File: config.mk
export PLATFORM = sky130hd
export DESIGN_NAME = tok_receiver
export DESIGN_NICKNAME = d
export VERILOG_FILES = /design/src/rtl/tok_pkg.sv /design/src/rtl/tok_sync.sv /design/src/rtl/tok_receiver.sv
export SDC_FILE = /design/constraint.sdc
export NUM_CORES = 1
export LEC_CHECK = 0
export CORE_MARGIN = 8
export CORE_UTILIZATION = 50
export CTS_CLUSTER_SIZE = 16
export DETAILED_ROUTE_END_ITERATION = 10
export PLACE_DENSITY_LB_ADDON = 0.05
export SYNTH_ARGS = -nofsm -noshare
export SYNTH_HDL_FRONTEND = slang
export SYNTH_SLANG_ARGS = --single-unit
File: constraint.sdc
create_clock -name clk -period 1.9 [get_ports clk]
set_input_delay 0.57 -clock clk [delete_from_list [all_inputs] [get_ports clk]]
set_output_delay 0.57 -clock clk [all_outputs]
set_load 0.02 [all_outputs]
File: src/rtl/tok_pkg.sv
// ---------------------------------------------------------------------------
// tok_pkg
// Shared definitions for the two-phase token ring receive node.
//   - FSM state encoding used by tok_receiver (2-bit constants).
//   - Default synchronizer depth, watchdog timeout and lap counter width,
//     shared with the ring initializer bench so both sides agree.
// ---------------------------------------------------------------------------
package tok_pkg;

  // Receiver FSM states
  localparam logic [1:0] ST_OFF  = 2'd0;  // node disabled, transparent forwarding
  localparam logic [1:0] ST_WAIT = 2'd1;  // waiting for the token, watchdog running
  localparam logic [1:0] ST_HOLD = 2'd2;  // token held for the local consumer
  localparam logic [1:0] ST_LOST = 2'd3;  // token declared lost, re-init requested

  // Defaults
  localparam int DEF_SYNC_STAGES = 2;
  localparam int DEF_TIMEOUT     = 1024;
  localparam int DEF_CNT_W       = 8;

endpackage : tok_pkg

File: src/rtl/tok_sync.sv
// ---------------------------------------------------------------------------
// tok_sync
// Multi-flop synchronizer bringing the asynchronous two-phase token level
// into the clk domain. All flops clear to 0 on reset.
// Ports:
//   clk    in  clock, rising edge
//   reset  in  asynchronous active-low reset
//   d      in  asynchronous level
//   q      out synchronized level (STAGES cycles of latency)
// ---------------------------------------------------------------------------
module tok_sync #(
  parameter int STAGES = 2
) (
  input  logic clk,
  input  logic reset,
  input  logic d,
  output logic q
);

  logic [STAGES-1:0] chain_r;

  // Shift the raw level through the synchronizer chain
  always_ff @(posedge clk or negedge reset) begin
    if (!reset) begin
      chain_r <= '0;
    end else begin
      chain_r <= {chain_r[STAGES-2:0], d};
    end
  end

  assign q = chain_r[STAGES-1];

endmodule : tok_sync

File: src/rtl/tok_receiver.sv
// ---------------------------------------------------------------------------
// tok_receiver
// Receive end of the two-phase token ring. Each level transition on tok_in
// is one token arrival. The node either holds the token for the local
// consumer or forwards it downstream by toggling tok_out. It counts laps and
// runs a watchdog that declares the token lost and asks the ring initializer
// to re-inject it.
// Ports:
//   clk         in   clock, rising edge
//   reset       in   asynchronous active-low reset
//   enable      in   1 = participate, 0 = transparent forwarding only
//   tok_in      in   two-phase token from upstream (asynchronous)
//   hold_req    in   local consumer wants the token
//   tok_out     out  two-phase token to downstream (registered)
//   tok_have    out  token held locally
//   lap_count   out  arrivals seen while enabled, wrapping
//   tok_lost    out  token declared lost
//   reinit_req  out  one-cycle pulse on entering the lost state
//   dup_err     out  sticky: an arrival occurred while already holding
// ---------------------------------------------------------------------------
module tok_receiver
  import tok_pkg::*;
#(
  parameter int SYNC_STAGES = DEF_SYNC_STAGES,
  parameter int TIMEOUT     = DEF_TIMEOUT,
  parameter int CNT_W       = DEF_CNT_W
) (
  input  logic             clk,
  input  logic             reset,
  input  logic             enable,
  input  logic             tok_in,
  input  logic             hold_req,
  output logic             tok_out,
  output logic             tok_have,
  output logic [CNT_W-1:0] lap_count,
  output logic             tok_lost,
  output logic             reinit_req,
  output logic             dup_err
);

  localparam int TO_W = $clog2(TIMEOUT);
  localparam logic [TO_W-1:0] TO_LAST = TO_W'(TIMEOUT - 1);

  logic             sync_s;
  logic             prev_r;
  logic             arr_s;
  logic [1:0]       state_r;
  logic [1:0]       state_nxt_s;
  logic [TO_W-1:0]  wd_r;
  logic [TO_W-1:0]  wd_nxt_s;
  logic [CNT_W-1:0] lap_r;
  logic [CNT_W-1:0] lap_nxt_s;
  logic             tog_s;
  logic             dup_r;
  logic             dup_nxt_s;
  logic             tok_out_r;
  logic             tok_have_r;
  logic             tok_lost_r;
  logic             reinit_r;

  tok_sync #(
    .STAGES (SYNC_STAGES)
  ) u_sync (
    .clk   (clk),
    .reset (reset),
    .d     (tok_in),
    .q     (sync_s)
  );

  // Any change of the synchronized level is one arrival
  assign arr_s = sync_s ^ prev_r;

  // Next-state, watchdog, lap counter and forward-toggle decisions
  always_comb begin
    state_nxt_s = state_r;
    wd_nxt_s    = wd_r;
    lap_nxt_s   = lap_r;
    tog_s       = 1'b0;
    dup_nxt_s   = dup_r;
    case (state_r)
      ST_WAIT: begin
        if (!enable) begin
          state_nxt_s = ST_OFF;
          wd_nxt_s    = '0;
          tog_s       = arr_s;
        end else if (arr_s) begin
          // An arrival beats a watchdog expiry in the same cycle
          lap_nxt_s = lap_r + CNT_W'(1);
          wd_nxt_s  = '0;
          if (hold_req) begin
            state_nxt_s = ST_HOLD;
          end else begin
            tog_s = 1'b1;
          end
        end else if (wd_r == TO_LAST) begin
          state_nxt_s = ST_LOST;
          wd_nxt_s    = '0;
        end else begin
          wd_nxt_s = wd_r + TO_W'(1);
        end
      end
      ST_HOLD: begin
        wd_nxt_s = '0;
        if (arr_s) begin
          dup_nxt_s = 1'b1;
          if (enable) begin
            lap_nxt_s = lap_r + CNT_W'(1);
          end else begin
            lap_nxt_s = lap_r;
          end
        end else begin
          dup_nxt_s = dup_r;
        end
        // Releasing the held token and forwarding a duplicate are each one
        // toggle; when both happen together they cancel out.
        if (!hold_req || !enable) begin
          tog_s       = ~arr_s;
          state_nxt_s = enable ? ST_WAIT : ST_OFF;
        end else begin
          tog_s = arr_s;
        end
      end
      ST_LOST: begin
        wd_nxt_s = '0;
        if (!enable) begin
          state_nxt_s = ST_OFF;
          tog_s       = arr_s;
        end else if (arr_s) begin
          lap_nxt_s = lap_r + CNT_W'(1);
          if (hold_req) begin
            state_nxt_s = ST_HOLD;
          end else begin
            state_nxt_s = ST_WAIT;
            tog_s       = 1'b1;
          end
        end else begin
          state_nxt_s = ST_LOST;
        end
      end
      ST_OFF: begin
        wd_nxt_s = '0;
        tog_s    = arr_s;
        if (enable) begin
          state_nxt_s = ST_WAIT;
        end else begin
          state_nxt_s = ST_OFF;
        end
      end
      default: begin
        state_nxt_s = ST_WAIT;
        wd_nxt_s    = '0;
      end
    endcase
  end

  // State, counters and registered outputs
  always_ff @(posedge clk or negedge reset) begin
    if (!reset) begin
      prev_r     <= 1'b0;
      state_r    <= ST_WAIT;
      wd_r       <= '0;
      lap_r      <= '0;
      dup_r      <= 1'b0;
      tok_out_r  <= 1'b0;
      tok_have_r <= 1'b0;
      tok_lost_r <= 1'b0;
      reinit_r   <= 1'b0;
    end else begin
      prev_r     <= sync_s;
      state_r    <= state_nxt_s;
      wd_r       <= wd_nxt_s;
      lap_r      <= lap_nxt_s;
      dup_r      <= dup_nxt_s;
      tok_out_r  <= tok_out_r ^ tog_s;
      tok_have_r <= (state_nxt_s == ST_HOLD);
      tok_lost_r <= (state_nxt_s == ST_LOST);
      reinit_r   <= (state_nxt_s == ST_LOST) && (state_r != ST_LOST);
    end
  end

  assign tok_out    = tok_out_r;
  assign tok_have   = tok_have_r;
  assign lap_count  = lap_r;
  assign tok_lost   = tok_lost_r;
  assign reinit_req = reinit_r;
  assign dup_err    = dup_r;

endmodule : tok_receiver

==> impl_metrics.py, run 1 <==
metrics = {
    "floorplanning": {
        "die_y_um": 65.8,
        "die_width_um": 65.8,
        "ios": 18,
        "core_area_um2": 2410,
        "fp-row-count": 18,
        "die-area_um2": 4330,
        "initial_core_util": 0.514,
    },
    "drt": {
        "vias": 806,
        "first_pass_iters": 4,
        "drt-initial-drc-count": 32,
        "wl_mm": 2.06,
        "drt_drc_violations_left": 0,
        "ant_nets": 0,
        "routedWlPerCell_um": 13.0,
        "via_per_inst": 5.10,
    },
    "critical_path": {
        "crit_buf_inv": 1,
        "worstSetupPathDepth": 1,
        "endpoint_kind": "output port",
        "r2r_cells": 5,
        "required_ns": 1.33,
        "slowest_stage": "clkdlybuf4s50_1",
        "path_delay_family": "buffers and inverters",
        "worstPathArrival_ns": 1.27,
        "crit_fanout": 1,
        "start_kind": "register",
        "critPathMaxStageDelay_ns": 0.60,
        "timing_worst_setup_path_type": "reg2out",
        "worstPathCellList": "clkdlybuf4s50_1",
    },
    "sta": {
        "finalCritPeriodShare": 0.969,
        "hold_violations": 0,
        "worstMarginPinSlew_ns": 0.401,
        "finalSetupViolations": 0,
        "tns_ns": 0,
        "slew_headroom": 0.731,
        "timing.final.ws_setup_ns": 0.0588,
        "post-route-min-period_ns": 1.84,
        "rsz0062_at_grt": "false",
        "final_max_slew_viol_count": 0,
        "fmax_mhz": 543,
        "clock-skew-final_ns": 0.00245,
    },
    "power": {
        "p_sw_uw": 443,
        "power_frac_clock": 0.208,
        "seqPwrFrac": 0.540,
        "pwr-share-comb": 0.252,
        "power_mw": 1.39,
        "switching_share": 0.319,
        "power_density_nw_per_um2": 928,
        "leakage_nw": 0.740,
        "p_int_uw": 947,
        "peakVddDrop_v": 0.000582,
    },
    "layout": {
        "multiInputGateArea_um2": 503,
        "seq_area_um2": 702,
        "final_common_cell": "dfrtp_1",
        "drive_above_1_share": 0.141,
        "antenna_cells": 0,
        "fillers": 199,
        "instances_no_fill": 158,
        "fin_nets": 136,
        "layout_common_cells": "27 x dfrtp_1, 13 x nor2_1, 10 x dlygate4sd2_1, 9 x xor2_1",
        "area_delta_synth_final_pct": 20.9,
    },
    "clock_tree": {
        "clkTransAtPathRegs_ns": 0.14,
        "cts_hold_buf": 0,
        "cts_tree": "yes",
        "htree_levels": 1,
        "clkLatencyLatePin_ns": 0.33,
        "cts_root_buffer": "clkbuf_4",
        "cts_buffers": 3,
        "postCtsSetupBuffers": 0,
        "clock-sinks": 28,
        "clockBufferDepth": 2,
    },
    "job": {
        "cap_viol_max_count": 0,
    },
    "global_route": {
        "antenna_found_initial": 0,
        "grt_overflow": 0,
        "grt_pass1_wl_mm": 3.64,
        "grt_use_total": 0.108,
        "grt_max_degree": 29,
        "grt_pass1_vias": 811,
    },
    "synthesis": {
        "syn-cell-area_um2": 1240,
        "seq_area_frac_synth": 0.567,
        "synth.ff_latch_count": 28,
        "syn_area_per_cell_um2": 12.0,
        "synth_cell_types": 31,
        "yosysWarnings": 0,
        "syn_inst": 103,
        "synth_fp_nets": 110,
    },
    "hold_path": {
        "hold_path_depth": 0,
        "min-delay-path-class": "reg2reg",
    },
    "run_status": {
        "outcome": "finished, final reports clean",
    },
    "placed_design": {
        "dp_worst_setup_slack_ns": 0.000858,
        "dp_hpwl_mm": 1.48,
        "port_buffers": 17,
        "placedCellCount": 154,
        "place_congestion": 0.720,
    },
}
==> worst paths after layout <==
kind	from	to	slack, ns
worst max-delay path	reinit_req	reinit_req	0.06
worst min-delay path	u_sync.chain_r[0]	u_sync.chain_r[1]	0.37
worst max register to register	wd_r[0]	wd_r[3]	0.35
worst min register to register	u_sync.chain_r[0]	u_sync.chain_r[1]	0.37
max in group asynchronous	reset	state_r[0]	1.01
min in group asynchronous	reset	lap_count[0]	0.59
==> registers in the layout, summed over array words and instances, names as in the netlist <==
register / flops
wd_r: 10
lap_count: 8
state_r: 2
u_sync.chain_r: 2
dup_err: 1
prev_r: 1
reinit_req: 1
tok_have: 1
tok_lost: 1
tok_out: 1
==> synth_stat cells, drive strengths merged <==
library cell  number  area, um^2
a211o              1        8.76
a21boi             1        7.51
a21o               2        15.0
a21oi              2        10.0
a311oi             1        8.76
a31oi              1        6.26
and3               3        18.8
and4               3        26.3
buf                3        30.0
dfrtp             27         676
dfstp              1        26.3
ha                 2        25.0
inv                1        3.75
mux2               1        15.0
nand2              5        18.8
nand2b             1        6.26
nand3              6        30.0
nand4              4        25.0
nand4b             2        23.8
nor2              14        60.1
nor3               1        16.3
nor3b              1        7.51
o211ai             2        20.0
o21ai              1        5.00
or2                1        8.76
xnor2              7        61.3
xor2               9        78.8
==> layer usage <==
layer / global-route usage / vias to the layer above / routed length, um
li1: - / 410 / -
met1: 0.129 / 378 / 972
met2: 0.169 / 13 / 940
met3: 0.0254 / 5 / 87
met4: 0.0736 / 0 / 57
met5: 0 / - / 0
==> through the flow <==
step / area, um^2 / utilization / hold slack, ns
floorplan: 1240 / - / 0.274
global placement: 1470 / 0.610 / 0.334
detailed placement: 1470 / 0.610 / 0.336
CTS: 1490 / 0.619 / 0.369
global route: 1500 / 0.621 / 0.379
finish: 1500 / 0.621 / 0.366
==> area by class of cell <==
cell class / count / share of cell area
Multi-Input combinational cell: 71 / 0.336
Timing Repair Buffer: 24 / 0.144
Tap cell: 30 / 0.0251
Sequential cell: 28 / 0.469
Clock buffer: 4 / 0.0242
Inverter: 1 / 0.00251
==> worst reg2reg max path: stages, from the launching register on <==
cell     delay (ns)
dfrtp_1        0.43
ha_1           0.24
and4_1         0.24
and3_1         0.20
or2_4          0.28
nor2_1         0.11
==> timing repair <==
| item | in CTS | in global routing |
|---|---|---|
| gates resized for setup | 10 | 2 |
| endpoints found under the setup margin | 10 | 2 |
| endpoints found under the hold margin | 0 | 0 |
==> power by group through the flow <==
stage	Clock [mW]	Combinational (mW)	Sequential (mW)
after floorplan	0	0.141	0.832
after global placement	0	0.399	0.763
after detailed placement	0	0.402	0.768
after CTS	0.305	0.357	0.753
after global routing	0.325	0.382	0.766
final	0.290	0.350	0.751
==> cells by family after synthesis <==
kind of cell / count (synthesis) / synth area share
muxes: 1 / 0.0121
adders and majority gates: 2 / 0.0202
buffers and inverters: 4 / 0.0273
and+or+nand+nor: 41 / 0.195
AOI/OAI and AO/OA: 11 / 0.0657
DFF: 28 / 0.567
xor gates and xnor gates: 16 / 0.113
Power figures use the tool's default switching activity.
==> inputs of run 2 (changes only) <==
TNS_END_PERCENT = 5   (was unset)
==> results of run 2 <==
No change in the layout: final DEF, timing and power equal those of run 1.
==> inputs of run 3 (changes only) <==
PLACE_DENSITY = 0.74   (was unset)
PLACE_DENSITY_LB_ADDON = unset   (was 0.05)
SETUP_SLACK_MARGIN = 0.15   (was unset)
==> run 3 against run 2 <==
Clock-buffer cell count did not move. Wire length rose by 5.0%. Register-to-register slack barely moved. Global-route usage rose by 0.27 points. Setup slack improved by 0.15 ns. Cell count did not move. Die area did not move. Maximum frequency rose by 8.7%. Sequential cell count did not move. Via count rose by 5.3%. Design area fell by 1.2%. Sequential share of layout area rose by 0.64 points.
==> impl_metrics.py, run 3 (synthesis gave the netlist of run 1 again) <==
metrics = {
    "layout": {
        "fin_nets": 136,
        "layout_common_cells": "26 x dfrtp_1, 13 x nor2_1, 13 x dlygate4sd2_1, 9 x xor2_1",
        "final_area_um2": 1480,
        "area_delta_synth_final_pct": 19.5,
        "final_common_cell": "dfrtp_1",
        "antenna_cells": 0,
        "largest_reg_flops": 10,
        "drive_above_1_share": 0.141,
        "fillers": 217,
        "largest_register": "wd_r",
    },
    "run_status": {
        "outcome": "finished, final reports clean",
    },
    "critical_path": {
        "timing_worst_setup_path_type": "reg2out",
        "worstPathCellList": "dlygate4sd2_1",
        "endpoint_kind": "output port",
        "worstPathArrival_ns": 1.12,
        "crit_buf_inv": 1,
        "startpoint": "lap_count[4]",
        "slowest_stage": "dfrtp_1",
        "endpoint": "lap_count[4]",
        "critPathMaxStageDelay_ns": 0.43,
        "reg2reg_setup_slack_ns": 0.35,
        "start_kind": "register",
        "crit_fanout": 4,
        "path_delay_family": "flip-flops",
        "crit-reg2reg-launch": "wd_r[0]",
        "r2r-end": "wd_r[3]",
        "worstSetupPathDepth": 1,
        "r2r_cells": 5,
        "required_ns": 1.33,
    },
    "sta": {
        "post-route-min-period_ns": 1.69,
        "worstMarginPinSlew_ns": 0.409,
        "finalCritPeriodShare": 0.891,
        "slew_headroom": 0.725,
        "fmax_mhz": 591,
        "hold_violations": 0,
        "final_max_slew_viol_count": 0,
        "clock-skew-final_ns": 0.00861,
        "rsz0062_at_grt": "true",
        "timing.final.ws_setup_ns": 0.207,
        "finalSetupViolations": 0,
    },
    "hold_path": {
        "min-delay-path-class": "reg2reg",
    },
    "placed_design": {
        "place_congestion": 0.765,
        "placed_area_um2": 1470,
        "port_buffers": 17,
        "dp_worst_setup_slack_ns": -0.0205,
        "dp_hpwl_mm": 1.63,
    },
    "power": {
        "peakVddDrop_v": 0.000695,
        "power_mw": 1.36,
        "leakage_nw": 0.712,
        "power_density_nw_per_um2": 916,
    },
    "drt": {
        "routedWlPerCell_um": 13.7,
        "first_pass_iters": 4,
        "drt-initial-drc-count": 52,
        "wl_mm": 2.16,
        "ant_nets": 0,
        "via_per_inst": 5.37,
        "vias": 849,
        "drt_drc_violations_left": 0,
    },
    "global_route": {
        "antenna_found_initial": 0,
        "top_usage_layer": "met2",
        "grt_pass1_wl_mm": 3.75,
        "grt_use_total": 0.111,
        "grt_pass1_vias": 833,
        "gr-usage-met1": 0.132,
        "use_met3": 0.0356,
        "grt_overflow": 0,
        "grt_max_degree": 29,
        "use_met2": 0.177,
    },
    "clock_tree": {
        "cts_tree": "yes",
        "clkLatencyLatePin_ns": 0.32,
        "clockBufferDepth": 2,
        "cts_root_buffer": "clkbuf_4",
        "htree_levels": 1,
        "cts_buffers": 3,
        "clkTransAtPathRegs_ns": 0.13,
        "clock-sinks": 28,
        "cts_hold_buf": 0,
    },
    "job": {
        "cap_viol_max_count": 0,
    },
    "floorplanning": {
        "die-area_um2": 4330,
        "die_y_um": 65.8,
        "core_area_um2": 2410,
        "initial_core_util": 0.514,
        "fp-row-count": 18,
        "ios": 18,
        "die_width_um": 65.8,
    },
}
==> run 3: cell count changes in the layout (fill, tap and decap cells not counted) <==
cell / previous run / this run
dfrtp_2: 0 / 1
dfrtp_1: 27 / 26
clkbuf_1: 0 / 1
clkdlybuf4s50_1: 5 / 4
dlymetal6s2s_1: 2 / 0
clkbuf_8: 1 / 0
dlygate4sd2_1: 10 / 13
==> run 3: routing by layer <==
metal | share of wire | vias up | routed length [um]
met5 | 0 | - | 0
met4 | 0.025 | 0 | 55
met3 | 0.061 | 6 | 131
met2 | 0.48 | 18 | 1040
met1 | 0.43 | 415 | 933
li1 | - | 410 | -
==> run 3: repair_timing <==
action,in CTS,in global routing
gates resized for setup,13,1
setup buffers,0,0
setup endpoints to repair,13,2
==> run 3: area by class of cell <==
| type | instances | area, um^2 | share of cell area |
|---|---|---|---|
| tap | 30 | 37.5 | 0.0254 |
| clock buffer | 4 | 26.3 | 0.0178 |
| inverter | 1 | 3.75 | 0.00254 |
| multi-input combinational | 71 | 503 | 0.340 |
| timing repair buffer | 24 | 206 | 0.139 |
| sequential | 28 | 703 | 0.475 |
==> run 3: how the worst min path moves through the flow <==
stage                                  from           endpoint  slack (ns)  cells past startpoint
after floorplan                       reset            dup_err        0.27                      0
after global placement    u_sync.chain_r[0]  u_sync.chain_r[1]        0.33                      0
after detailed placement  u_sync.chain_r[0]  u_sync.chain_r[1]        0.33                      0
after CTS                 u_sync.chain_r[0]  u_sync.chain_r[1]        0.37                      0
after global routing      u_sync.chain_r[0]  u_sync.chain_r[1]        0.39                      0
final                     u_sync.chain_r[0]  u_sync.chain_r[1]        0.36                      0
==> run 3: power by group <==
group | switching [mW] | leakage (nW) | internal (mW)
Clock | 0.162 | 0.0150 | 0.0821
Combinational | 0.197 | 0.331 | 0.158
Sequential | 0.0839 | 0.366 | 0.674
Total | 0.442 | 0.712 | 0.914
==> run 3: metrics by stage <==
stage / setup TNS, ns / cells / util / hold WS, ns
2_1_floorplan: 0 / 103 / - / 0.274
3_3_place_gp: 0 / 154 / 0.610 / 0.332
3_5_place_dp: -0.0205 / 154 / 0.610 / 0.335
4_1_cts: 0 / 158 / 0.614 / 0.366
5_1_grt: 0 / 158 / 0.614 / 0.394
6_report: 0 / 158 / 0.614 / 0.365
